$ cat src/rtl/key_pkg.sv
// Shared types for the keypad event path: key count, code width and the event
// record that travels from the scanner front end to the consumers.
package key_pkg;

  localparam int NUM_KEYS = 16;
  localparam int KEY_W    = 4;

  typedef struct packed {
    logic             is_release;
    logic [KEY_W-1:0] code;
  } key_event_t;

  // row*4+col for a 4x4 matrix is just the two fields concatenated.
  function automatic logic [KEY_W-1:0] key_code(input logic [1:0] row, input logic [1:0] col);
    return {row, col};
  endfunction

endpackage

$ cat src/rtl/key_fifo.sv
// First-word fall-through FIFO for key events; head is visible while not empty
// and the output reads as zero when the queue is empty.
module key_fifo
  import key_pkg::*;
#(
  parameter int  DEPTH = 8,
  parameter type T     = key_event_t
) (
  input  logic                     clk,
  input  logic                     rst,
  input  logic                     i_push,
  input  T                         i_data,
  input  logic                     i_pop,
  output T                         o_data,
  output logic                     o_full,
  output logic                     o_empty,
  output logic [$clog2(DEPTH):0]   o_level
);

  localparam int AW = $clog2(DEPTH);

  logic [AW-1:0] r_wr_ptr;
  logic [AW-1:0] r_rd_ptr;
  logic [AW:0]   r_count;
  T              r_mem [DEPTH];

  logic w_do_push;
  logic w_do_pop;

  assign o_empty   = (r_count == '0);
  assign o_full    = (r_count == (AW+1)'(DEPTH));
  assign o_level   = r_count;
  assign w_do_pop  = i_pop && !o_empty;
  // A push into a full queue is legal when the head leaves in the same cycle.
  assign w_do_push = i_push && (!o_full || w_do_pop);
  assign o_data    = o_empty ? T'('0) : r_mem[r_rd_ptr];

  always_ff @(posedge clk) begin
    if (w_do_push) r_mem[r_wr_ptr] <= i_data;
  end

  always_ff @(posedge clk or posedge rst) begin
    if (rst) begin
      r_wr_ptr <= '0;
      r_rd_ptr <= '0;
      r_count  <= '0;
    end else begin
      if (w_do_push) r_wr_ptr <= r_wr_ptr + 1'b1;
      if (w_do_pop)  r_rd_ptr <= r_rd_ptr + 1'b1;
      case ({w_do_push, w_do_pop})
        2'b10:   r_count <= r_count + 1'b1;
        2'b01:   r_count <= r_count - 1'b1;
        default: r_count <= r_count;
      endcase
    end
  end

endmodule

$ cat src/rtl/key_event_queue.sv
// Turns debounced key levels into an ordered press/release event stream:
// synchroniser, edge detect, pending masks, fixed-priority arbiter, FIFO.
module key_event_queue
  import key_pkg::*;
#(
  parameter int DEPTH          = 8,
  parameter bit REPORT_RELEASE = 1'b1
) (
  input  logic                     clk,
  input  logic                     rst,
  input  logic [NUM_KEYS-1:0]      btn,
  output logic                     out_valid,
  input  logic                     out_ready,
  output logic [KEY_W-1:0]         out_code,
  output logic                     out_release,
  output logic [$clog2(DEPTH):0]   fifo_level,
  output logic                     overflow
);

  logic [NUM_KEYS-1:0] r_s1, r_s2, r_prev;
  logic [NUM_KEYS-1:0] r_pend_p, r_pend_r;
  logic                r_overflow;

  logic [NUM_KEYS-1:0] w_press_edge, w_rel_edge;
  logic [NUM_KEYS-1:0] w_clr_p, w_clr_r;
  logic                w_full, w_empty, w_pop, w_can_accept;
  logic                w_sel_valid, w_sel_rel;
  logic [KEY_W-1:0]    w_sel_code;
  key_event_t          w_push_ev, w_head;

  assign w_press_edge = r_s2 & ~r_prev;
  assign w_rel_edge   = REPORT_RELEASE ? (~r_s2 & r_prev) : '0;

  // Handshake: the head event transfers on any rising clk edge where
  // out_valid && out_ready; the head stays stable until that transfer.
  assign out_valid    = !w_empty;
  assign w_pop        = out_valid && out_ready;
  assign w_can_accept = !w_full || w_pop;

  always_comb begin
    w_sel_valid = 1'b0;
    w_sel_rel   = 1'b0;
    w_sel_code  = '0;
    w_clr_p     = '0;
    w_clr_r     = '0;
    // Presses always win so a key's press is queued ahead of its release.
    if (w_can_accept) begin
      if (|r_pend_p) begin
        w_sel_valid = 1'b1;
        for (int i = NUM_KEYS-1; i >= 0; i--) if (r_pend_p[i]) w_sel_code = KEY_W'(i);
        w_clr_p[w_sel_code] = 1'b1;
      end else if (|r_pend_r) begin
        w_sel_valid = 1'b1;
        w_sel_rel   = 1'b1;
        for (int i = NUM_KEYS-1; i >= 0; i--) if (r_pend_r[i]) w_sel_code = KEY_W'(i);
        w_clr_r[w_sel_code] = 1'b1;
      end
    end
  end

  assign w_push_ev = '{is_release: w_sel_rel, code: w_sel_code};

  always_ff @(posedge clk or posedge rst) begin
    if (rst) begin
      r_s1       <= '0;
      r_s2       <= '0;
      r_prev     <= '0;
      r_pend_p   <= '0;
      r_pend_r   <= '0;
      r_overflow <= 1'b0;
    end else begin
      r_s1     <= btn;
      r_s2     <= r_s1;
      r_prev   <= r_s2;
      // New edges override a same-cycle clear; re-setting a live bit drops an event.
      r_pend_p <= (r_pend_p & ~w_clr_p) | w_press_edge;
      r_pend_r <= (r_pend_r & ~w_clr_r) | w_rel_edge;
      if ((|(w_press_edge & r_pend_p & ~w_clr_p)) || (|(w_rel_edge & r_pend_r & ~w_clr_r)))
        r_overflow <= 1'b1;
    end
  end

  key_fifo #(.DEPTH(DEPTH), .T(key_event_t)) u_fifo (
    .clk     (clk),
    .rst     (rst),
    .i_push  (w_sel_valid),
    .i_data  (w_push_ev),
    .i_pop   (w_pop),
    .o_data  (w_head),
    .o_full  (w_full),
    .o_empty (w_empty),
    .o_level (fifo_level)
  );

  assign out_code    = w_head.code;
  assign out_release = w_head.is_release;
  assign overflow    = r_overflow;

endmodule

$ cat config.mk
export PLATFORM = sky130hd
export DESIGN_NAME = key_event_queue
export DESIGN_NICKNAME = d
export VERILOG_FILES = /design/src/rtl/key_pkg.sv /design/src/rtl/key_fifo.sv /design/src/rtl/key_event_queue.sv
export SDC_FILE = /design/constraint.sdc
export NUM_CORES = 1
export LEC_CHECK = 0
export ABC_AREA = 1
export ABC_CLOCK_PERIOD_IN_PS = 5300
export CORE_AREA = 2 2 102 153
export CTS_BUF_LIST = sky130_fd_sc_hd__clkbuf_4 sky130_fd_sc_hd__clkbuf_8 sky130_fd_sc_hd__clkbuf_16
export CTS_CLUSTER_DIAMETER = 150
export DETAILED_ROUTE_END_ITERATION = 6
export DIE_AREA = 0 0 104 155
export GPL_TIMING_DRIVEN = 0
export PLACE_DENSITY = 0.67
export SETUP_SLACK_MARGIN = 0.4
export SYNTH_ARGS = -nofsm -noshare
export SYNTH_HDL_FRONTEND = slang
export SYNTH_SLANG_ARGS = --single-unit
$ cat constraint.sdc
create_clock -name clk -period 5.3 [get_ports clk]
set_clock_uncertainty 0.1 [all_clocks]
set_input_delay 0.795 -clock clk [delete_from_list [all_inputs] [get_ports clk]]
set_output_delay 0.795 -clock clk [all_outputs]
set_load 0.01 [all_outputs]
; ---- After elaboration in Yosys (flattened, before gate mapping)
; Memories as Yosys holds them, arrays and structs flattened.
; Cells that the tools add are included.
[classes]
n_eq_ne = 3
reduce_logical = 16
n_bitwise = 14
n_addsub = 4
mux = 58
order_cmp = 4
[op_table]
columns = operator, count
row1 = $mux 4, 40
row2 = $and 16x16->16, 8
row3 = $mux 16, 5
row4 = $not 16->16, 4
row5 = $reduce_or 16->1, 4
row6 = $or 16x16->16, 2
row7 = $lt 4x5->1 const B, 2
row8 = $mux 1, 9
row9 = $demux 1 s4, 2
row10 = $ge 4x1->1 const B, 2
row11 = $pmux 4 s2, 1
row12 = $add 3x1->3 const B, 2
row13 = $logic_and 1x1->1, 5
row14 = $mux 5, 1
row15 = $add 4x1->4 const B, 1
row16 = $eq 4x4->1 const B, 1
row17 = $logic_not 4->1, 1
row18 = $sub 4x1->4 const B, 1
row19 = $logic_or 1x1->1, 3
row20 = $eq 2x1->1 const B, 1
row21 = $eq 2x2->1 const B, 1
row22 = $logic_not 1->1, 2
row23 = $reduce_bool 2->1, 1
[totals]
ff_bits = 91
elab_cells = 109
n_memories = 1
inputBits = 19
ram_bits = 40
output_inout_bits = 11
[mem_list]
columns = memory, words, word_bits, read_ports, rd_ports_with_merged_regs, write_ports, line
row1 = u_fifo.r_mem, 8, 5, 1, 0, 1, key_fifo.sv:25  ; T r_mem [DEPTH];

; ---- Depth between registers and ports, before layout
[depth]
depth_word = 30
ltp_mapped = 24
depth_no_buf = 24

; ---- Hierarchy
; A second synthesis with hierarchy kept.
[unflattened]
cells_unflattened = 626
hier_area_um2 = 5850.6
[modules_own_cells]
columns = module, seq_area_each_um2, instances, cells_per_inst, area_per_inst_um2
row1 = key_event_queue, 2026.9, 1, 427, 3613.5
row2 = key_fifo, 1451.4, 1, 199, 2237.1

; ---- Least setup slack after synthesis
; No wires, ideal clock.
[synth_timing]
path_kind = input -> register
start = input port out_ready
end = register u_fifo.r_count[3], in the netlist u_fifo.o_level[3]
path_buffers = 0
path_slack_ns = 2.611
arrival_ns = 2.467
t_required_ns = 5.078
setup_ns = 0.122
path_stages = 12
path_cell_list = nor3_1 > nand3_2 > o21ai_0 > ha_1 > ha_1 > nand2_1 > nor2_1 > a211oi_1 > nor2_1 > nor2_1 > nand2_1 > xor2_1
[synth_via]
elab_chain_len = 6
elab_cells_between_ends = 10
cone_classes = eq/ne: 2 / mux: 2 / reduce/logical: 6
[synth_rtl]
columns = item, line
row1 = start: declaration, key_event_queue.sv:13  ; input logic out_ready,
row2 = $logic_and 1x1->1 *, key_event_queue.sv:37  ; assign w_pop = out_valid && out_ready;
row3 = $logic_or 1x1->1 / $logic_and 1x1->1 (equally long branches), "key_event_queue.sv:38, key_fifo.sv:33"
row4 = $mux 1 / $logic_or 1x1->1 (equally long branches), "key_event_queue.sv:47, key_fifo.sv:35"
row5 = $logic_and 1x1->1, key_fifo.sv:35  ; assign w_do_push = i_push && (!o_full || w_do_pop);
row6 = $eq 2x1->1 / $eq 2x2->1 (equally long branches), key_fifo.sv:50  ; case ({w_do_push, w_do_pop})
row7 = $pmux 4 s2 / $reduce_bool 2->1 (equally long branches), --
row8 = end signal: assignment, key_fifo.sv:51  ; 2'b10: r_count <= r_count + 1'b1;
row9 = end signal: assignment, key_fifo.sv:52  ; 2'b01: r_count <= r_count - 1'b1;
row10 = end signal: assignment, key_fifo.sv:53  ; default: r_count <= r_count;
row11 = end: declaration, key_fifo.sv:24  ; logic [AW:0] r_count;
; Every way passes the cells marked *; elsewhere a longest branch is shown, timed or not.
; A chain may end at the register's enable or synchronous reset.

; ---- Final worst setup path
[layout_timing]
start = register r_pend_r[5]
end = register u_fifo.r_count[3], in the netlist u_fifo.o_level[3]
[layout_via]
elab_chain_len = 7
elab_cells_between_ends = 9
cone_classes = eq/ne: 2 / mux: 4 / reduce/logical: 3
[layout_rtl]
columns = item, line
row1 = start: declaration, key_event_queue.sv:21  ; logic [NUM_KEYS-1:0] r_pend_p, r_pend_r;
row2 = start signal: assignment, key_event_queue.sv:77  ; r_pend_r <= (r_pend_r & ~w_clr_r) | w_rel_edge;
row3 = $reduce_or 16->1 *, key_event_queue.sv:52  ; end else if (|r_pend_r) begin
row4 = $mux 1 *, key_event_queue.sv:52
row5 = $mux 1 *, key_event_queue.sv:48  ; if (|r_pend_p) begin
row6 = $mux 1 *, key_event_queue.sv:47  ; if (w_can_accept) begin
row7 = $logic_and 1x1->1 *, key_fifo.sv:35
row8 = $eq 2x1->1 / $eq 2x2->1 (equally long branches), key_fifo.sv:50
row9 = $pmux 4 s2 / $reduce_bool 2->1 (equally long branches), --
; Marks and branches as above.

==> reports/metrics.sh <==
SETUP_VIOLATIONS=0
NUMCTSBUFFERS=17
GRT_ANTENNA_BEFORE_REPAIR=0
PLACED_AREA_SQ_UM=6350
YS_WARN_COUNT=0
TIMING.REG2REG.WORST_PATH_DEPTH=14
GRT_SETUP_UNREPAIRED='no'
WORSTSETUPENDPOINTTYPE='flip-flop'
MINIMUM_SETUP_SLACK_AFTER_PLACEMENT_NS=1.73
POST_CTS_RESIZE_COUNT=0
OVERALL_OVERFLOW_REMAINING_AFTER_GLOBAL_ROUTE=0
SLEW_VIOL_FINAL=0
FMAX_MHz=289
ROW_COUNT=55
AREA_SHARE_OF_THE_LARGEST_CELL_TYPE_AFTER_SYNTHESIS_PCT=39.4
GRT_START_MAX_NET_PINS=60
FINAL.SETUP.WORST_SLACK_NS=1.84
SIGNAL_ARRIVAL_TIME_AT_THE_WORST_ENDPOINT_NS=3.66
CRITPATHLAUNCH='r_pend_r[5]'
CTS_POST_SETUP_BUFFERS_INSERTED=0
HOLD_VIOLATIONS=0
SYNTHESIS.AREA_PER_INSTANCE_SQ_UM=9.42
DETAIL_ROUTE.ITER0.VIOLATIONS=258
CELL_AREA_SYNTH_SQ_UM=5780
BUFFER_PORTS.INSERTED=29
FINAL_CELL_COUNT_NO_FILL=875
DRT_WL_TOTAL_MICRONS=12600
HOLD_PATH_CLASS='reg -> reg'
FINAL_NET_COUNT=688
CTS.HTREE.LEVELS=4
REG2REG_SLACK_NS=1.84
MIN_PERIOD_NS=3.46
GRT_USE_TOTAL_PCT=16.5
DRC=0
AREA_GROWTH_PCT=20.8
ROUTABILITY_CONGESTION_ESTIMATE_FROM_GLOBAL_PLACEMENT=0.903
PIN_COUNT=30
SLEW-LIMIT-HEADROOM_PCT=19.4
SYNTH-EDFF-COUNT=40
YOSYS-TOP-CELLS-AREA='sky130_fd_sc_hd__dfrtp_1 (39%), sky130_fd_sc_hd__edfxtp_1 (21%), sky130_fd_sc_hd__nand2_1 (7.1%)'
CLOCK_SINKS=131
FINAL.PERIOD_UTILIZATION_PCT=65.3
CORE_AREA_SQ_UM=14900
NUM_VIAS=4209
DRTPASS1ITERATIONS=4
DIE_W_MICRONS=104
CTS-ROOT-BUF='sky130_fd_sc_hd__clkbuf_16'
HPWL_MICRONS=9450
CRIT_END='u_fifo.o_level[3]'
RR_ENDPOINT='u_fifo.o_level[3]'
FINALSETUPTNS_NS=0
DRT-VIAS-PER-INSTANCE=4.81
WORST_EP_REQUIRED_TIME_NS=5.50
YS_SEQ_ELEMENTS=131
FIRST_GLOBAL_VIAS=4256
GRT_FIRST_PASS_WIRELENGTH_MICRONS=20800
POWER.DENSITY_CELL_AREA_nW_PER_UM2=482
YS_SEQ_AREA_SHARE_PCT=60.2
STARTPOINT_TYPE='flip-flop'
CTS_TREE='done'
ANT_NETS=0
CTS-HOLD-FIX-BUFFERS=0
NETLIST-CELL-TYPE-COUNT=37
TIGHTEST_SLEW_NS=1.20
START_UTIL_PCT=38.9
WL_PER_CELL_MICRONS=14.4
STATUS='finished, final reports clean'
SYNTH_FF_TYPE='sky130_fd_sc_hd__dfrtp_1'
SHARE_OF_FINAL_LAYOUT_STANDARD_CELLS_STRONGER_THAN_DRIVE_STRENGTH_1_PCT=10.7
N_ANTENNA_CELL=0
CLK_PIN_SLEW_WORST_PATHS_NS=0.06
MAX_CAP_VIOL_COUNT=0
FIN_AREA_SQ_UM=6980
POST_SYNTH_INST_COUNT=614
TIMING.RR.START='r_pend_r[5]'
DIE_HEIGHT_MICRONS=155
DIE_AREA_SQ_UM=16100
PLACE.DETAILED.INSTANCES=843
IR_WORST_VDD_mV=0.190
YOSYS.AREA.TOP_TYPE='sky130_fd_sc_hd__dfrtp_1'
FRACTION_OF_REGISTERS_WITH_ASYNC_SET_RESET_PCT=69.5
CTS-ROOT-TO-SINK-BUFFERS=2
SETUP.WORST_PATH.CLASS='reg -> reg'
SYN_NETS=639
LEAKAGE_nW=3.21
CLK-INSERTION-DELAY-LATE_NS=0.42
PATH_MAX_FANOUT=4
==> flip-flops by register name (all words and copies together) (netlist names) <==
name / count
u_fifo.r_mem: 40
r_pend_p: 16
r_s1: 16
u_fifo.r_rd_ptr: 3
overflow: 1
r_pend_r: 16
r_s2: 16
r_prev: 16
u_fifo.o_level: 4
u_fifo.r_wr_ptr: 3
==> synthesized netlist by cell type, types with 2 or more instances <==
master and count:
sky130_fd_sc_hd__a22o_1 2, sky130_fd_sc_hd__a31oi_1 5, sky130_fd_sc_hd__clkbuf_1 7, sky130_fd_sc_hd__dfrtp_1 91, sky130_fd_sc_hd__edfxtp_1 40, sky130_fd_sc_hd__ha_1 5
sky130_fd_sc_hd__inv_1 82, sky130_fd_sc_hd__inv_2 2, sky130_fd_sc_hd__nand2_1 109, sky130_fd_sc_hd__nand2_2 13, sky130_fd_sc_hd__nand3_1 44, sky130_fd_sc_hd__nand3_2 4
sky130_fd_sc_hd__nand4_1 17, sky130_fd_sc_hd__nand4_2 3, sky130_fd_sc_hd__nor2_1 90, sky130_fd_sc_hd__nor2_2 5, sky130_fd_sc_hd__nor2_4 4, sky130_fd_sc_hd__nor3_1 5
sky130_fd_sc_hd__o21ai_0 60, sky130_fd_sc_hd__o22ai_1 5, sky130_fd_sc_hd__xor2_1 5
==> worst max-delay path: stages (launching register included) <==
cell	delay, ns
sky130_fd_sc_hd__dfrtp_1	0.40
sky130_fd_sc_hd__nor2_1	0.32
sky130_fd_sc_hd__nand3_1	0.23
sky130_fd_sc_hd__nor2_1	0.23
sky130_fd_sc_hd__nand2_2	0.12
sky130_fd_sc_hd__o21ai_0	0.56
sky130_fd_sc_hd__ha_1	0.32
sky130_fd_sc_hd__ha_1	0.28
sky130_fd_sc_hd__nand2_1	0.07
sky130_fd_sc_hd__nor2_1	0.04
sky130_fd_sc_hd__a211oi_1	0.30
sky130_fd_sc_hd__nor2_1	0.07
sky130_fd_sc_hd__nor2_1	0.09
sky130_fd_sc_hd__nand2_1	0.07
sky130_fd_sc_hd__xor2_1	0.13
==> cells by family (layout without fill, tap and decap cells) <==
kind of cell / after synthesis / in the layout / share of synthesized area, %
simple gates: 300 / 300 / 24.1
flops: 131 / 131 / 60.2
buf+inv: 94 / 156 / 6.17
compound gates: 77 / 77 / 7.21
fa+ha+maj: 6 / 6 / 1.43
xor+xnor: 6 / 6 / 0.909
==> power breakdown <==
part	switching [mW]	internal [mW]
combinational	0.498	0.306
sequential	0.0836	1.23
clock	0.455	0.792
==> area by class of cell <==
cell class / count / area [sq um]
buffer: 7 / 26.3
clock buffer: 17 / 425
clock inverter: 15 / 206
fill: 1391 / 7880
inverter: 87 / 333
multi-input combinational: 389 / 1950
sequential: 131 / 3480
tap: 199 / 249
timing repair buffer: 30 / 318
==> stage by stage <==
step	total power [mW]	utilization [%]	hold WS, ns
after floorplan	1.83	-	0.231
after CTS	3.40	47.0	0.249
after global routing	3.55	47.0	0.256
final	3.37	47.0	0.246
after detailed placement	2.14	42.7	0.236
after global placement	2.10	42.5	0.232
==> cells in the final DEF, fill, tap and decap left out, types with 3 or more instances in the layout <==
cell,instances
sky130_fd_sc_hd__clkbuf_1,7
sky130_fd_sc_hd__clkinv_2,3
sky130_fd_sc_hd__bufinv_16,4
sky130_fd_sc_hd__inv_6,3
sky130_fd_sc_hd__clkinv_4,4
sky130_fd_sc_hd__edfxtp_1,40
sky130_fd_sc_hd__o21ai_0,60
sky130_fd_sc_hd__nor3_1,5
sky130_fd_sc_hd__nor2_4,4
sky130_fd_sc_hd__nand4_2,3
sky130_fd_sc_hd__nand4_1,17
sky130_fd_sc_hd__o22ai_1,5
sky130_fd_sc_hd__clkdlybuf4s50_1,29
sky130_fd_sc_hd__clkbuf_16,17
sky130_fd_sc_hd__a31oi_1,5
sky130_fd_sc_hd__dfrtp_1,91
sky130_fd_sc_hd__nor2_2,5
sky130_fd_sc_hd__inv_1,81
sky130_fd_sc_hd__ha_1,5
sky130_fd_sc_hd__nand2_1,109
sky130_fd_sc_hd__nand2_2,13
sky130_fd_sc_hd__nand3_1,44
sky130_fd_sc_hd__nand3_2,4
sky130_fd_sc_hd__nor2_1,90
sky130_fd_sc_hd__xor2_1,5
==> worst min-delay path by stage <==
stage,slack [ns],depth (start not counted),startpoint,to
3_3_place_gp,0.23,0,r_s1[4],r_s2[4]
5_1_grt,0.26,0,r_s1[10],r_s2[10]
3_5_place_dp,0.24,0,r_s1[13],r_s2[13]
4_1_cts,0.25,0,r_s1[13],r_s2[13]
6_report,0.25,0,r_s1[13],r_s2[13]
2_1_floorplan,0.23,0,r_s1[0],r_s2[0]
==> metal layers <==
layer / global-route usage, % / routed length [microns] / up-vias
met1: 17.4 / 4810 / 1979
met4: 9.46 / 582 / 0
met3: 3.14 / 307 / 34
li1: - / - / 2119
met2: 30.7 / 6880 / 77
met5: 0 / 0 / -
No activity file was read; power rests on OpenSTA's default activity.
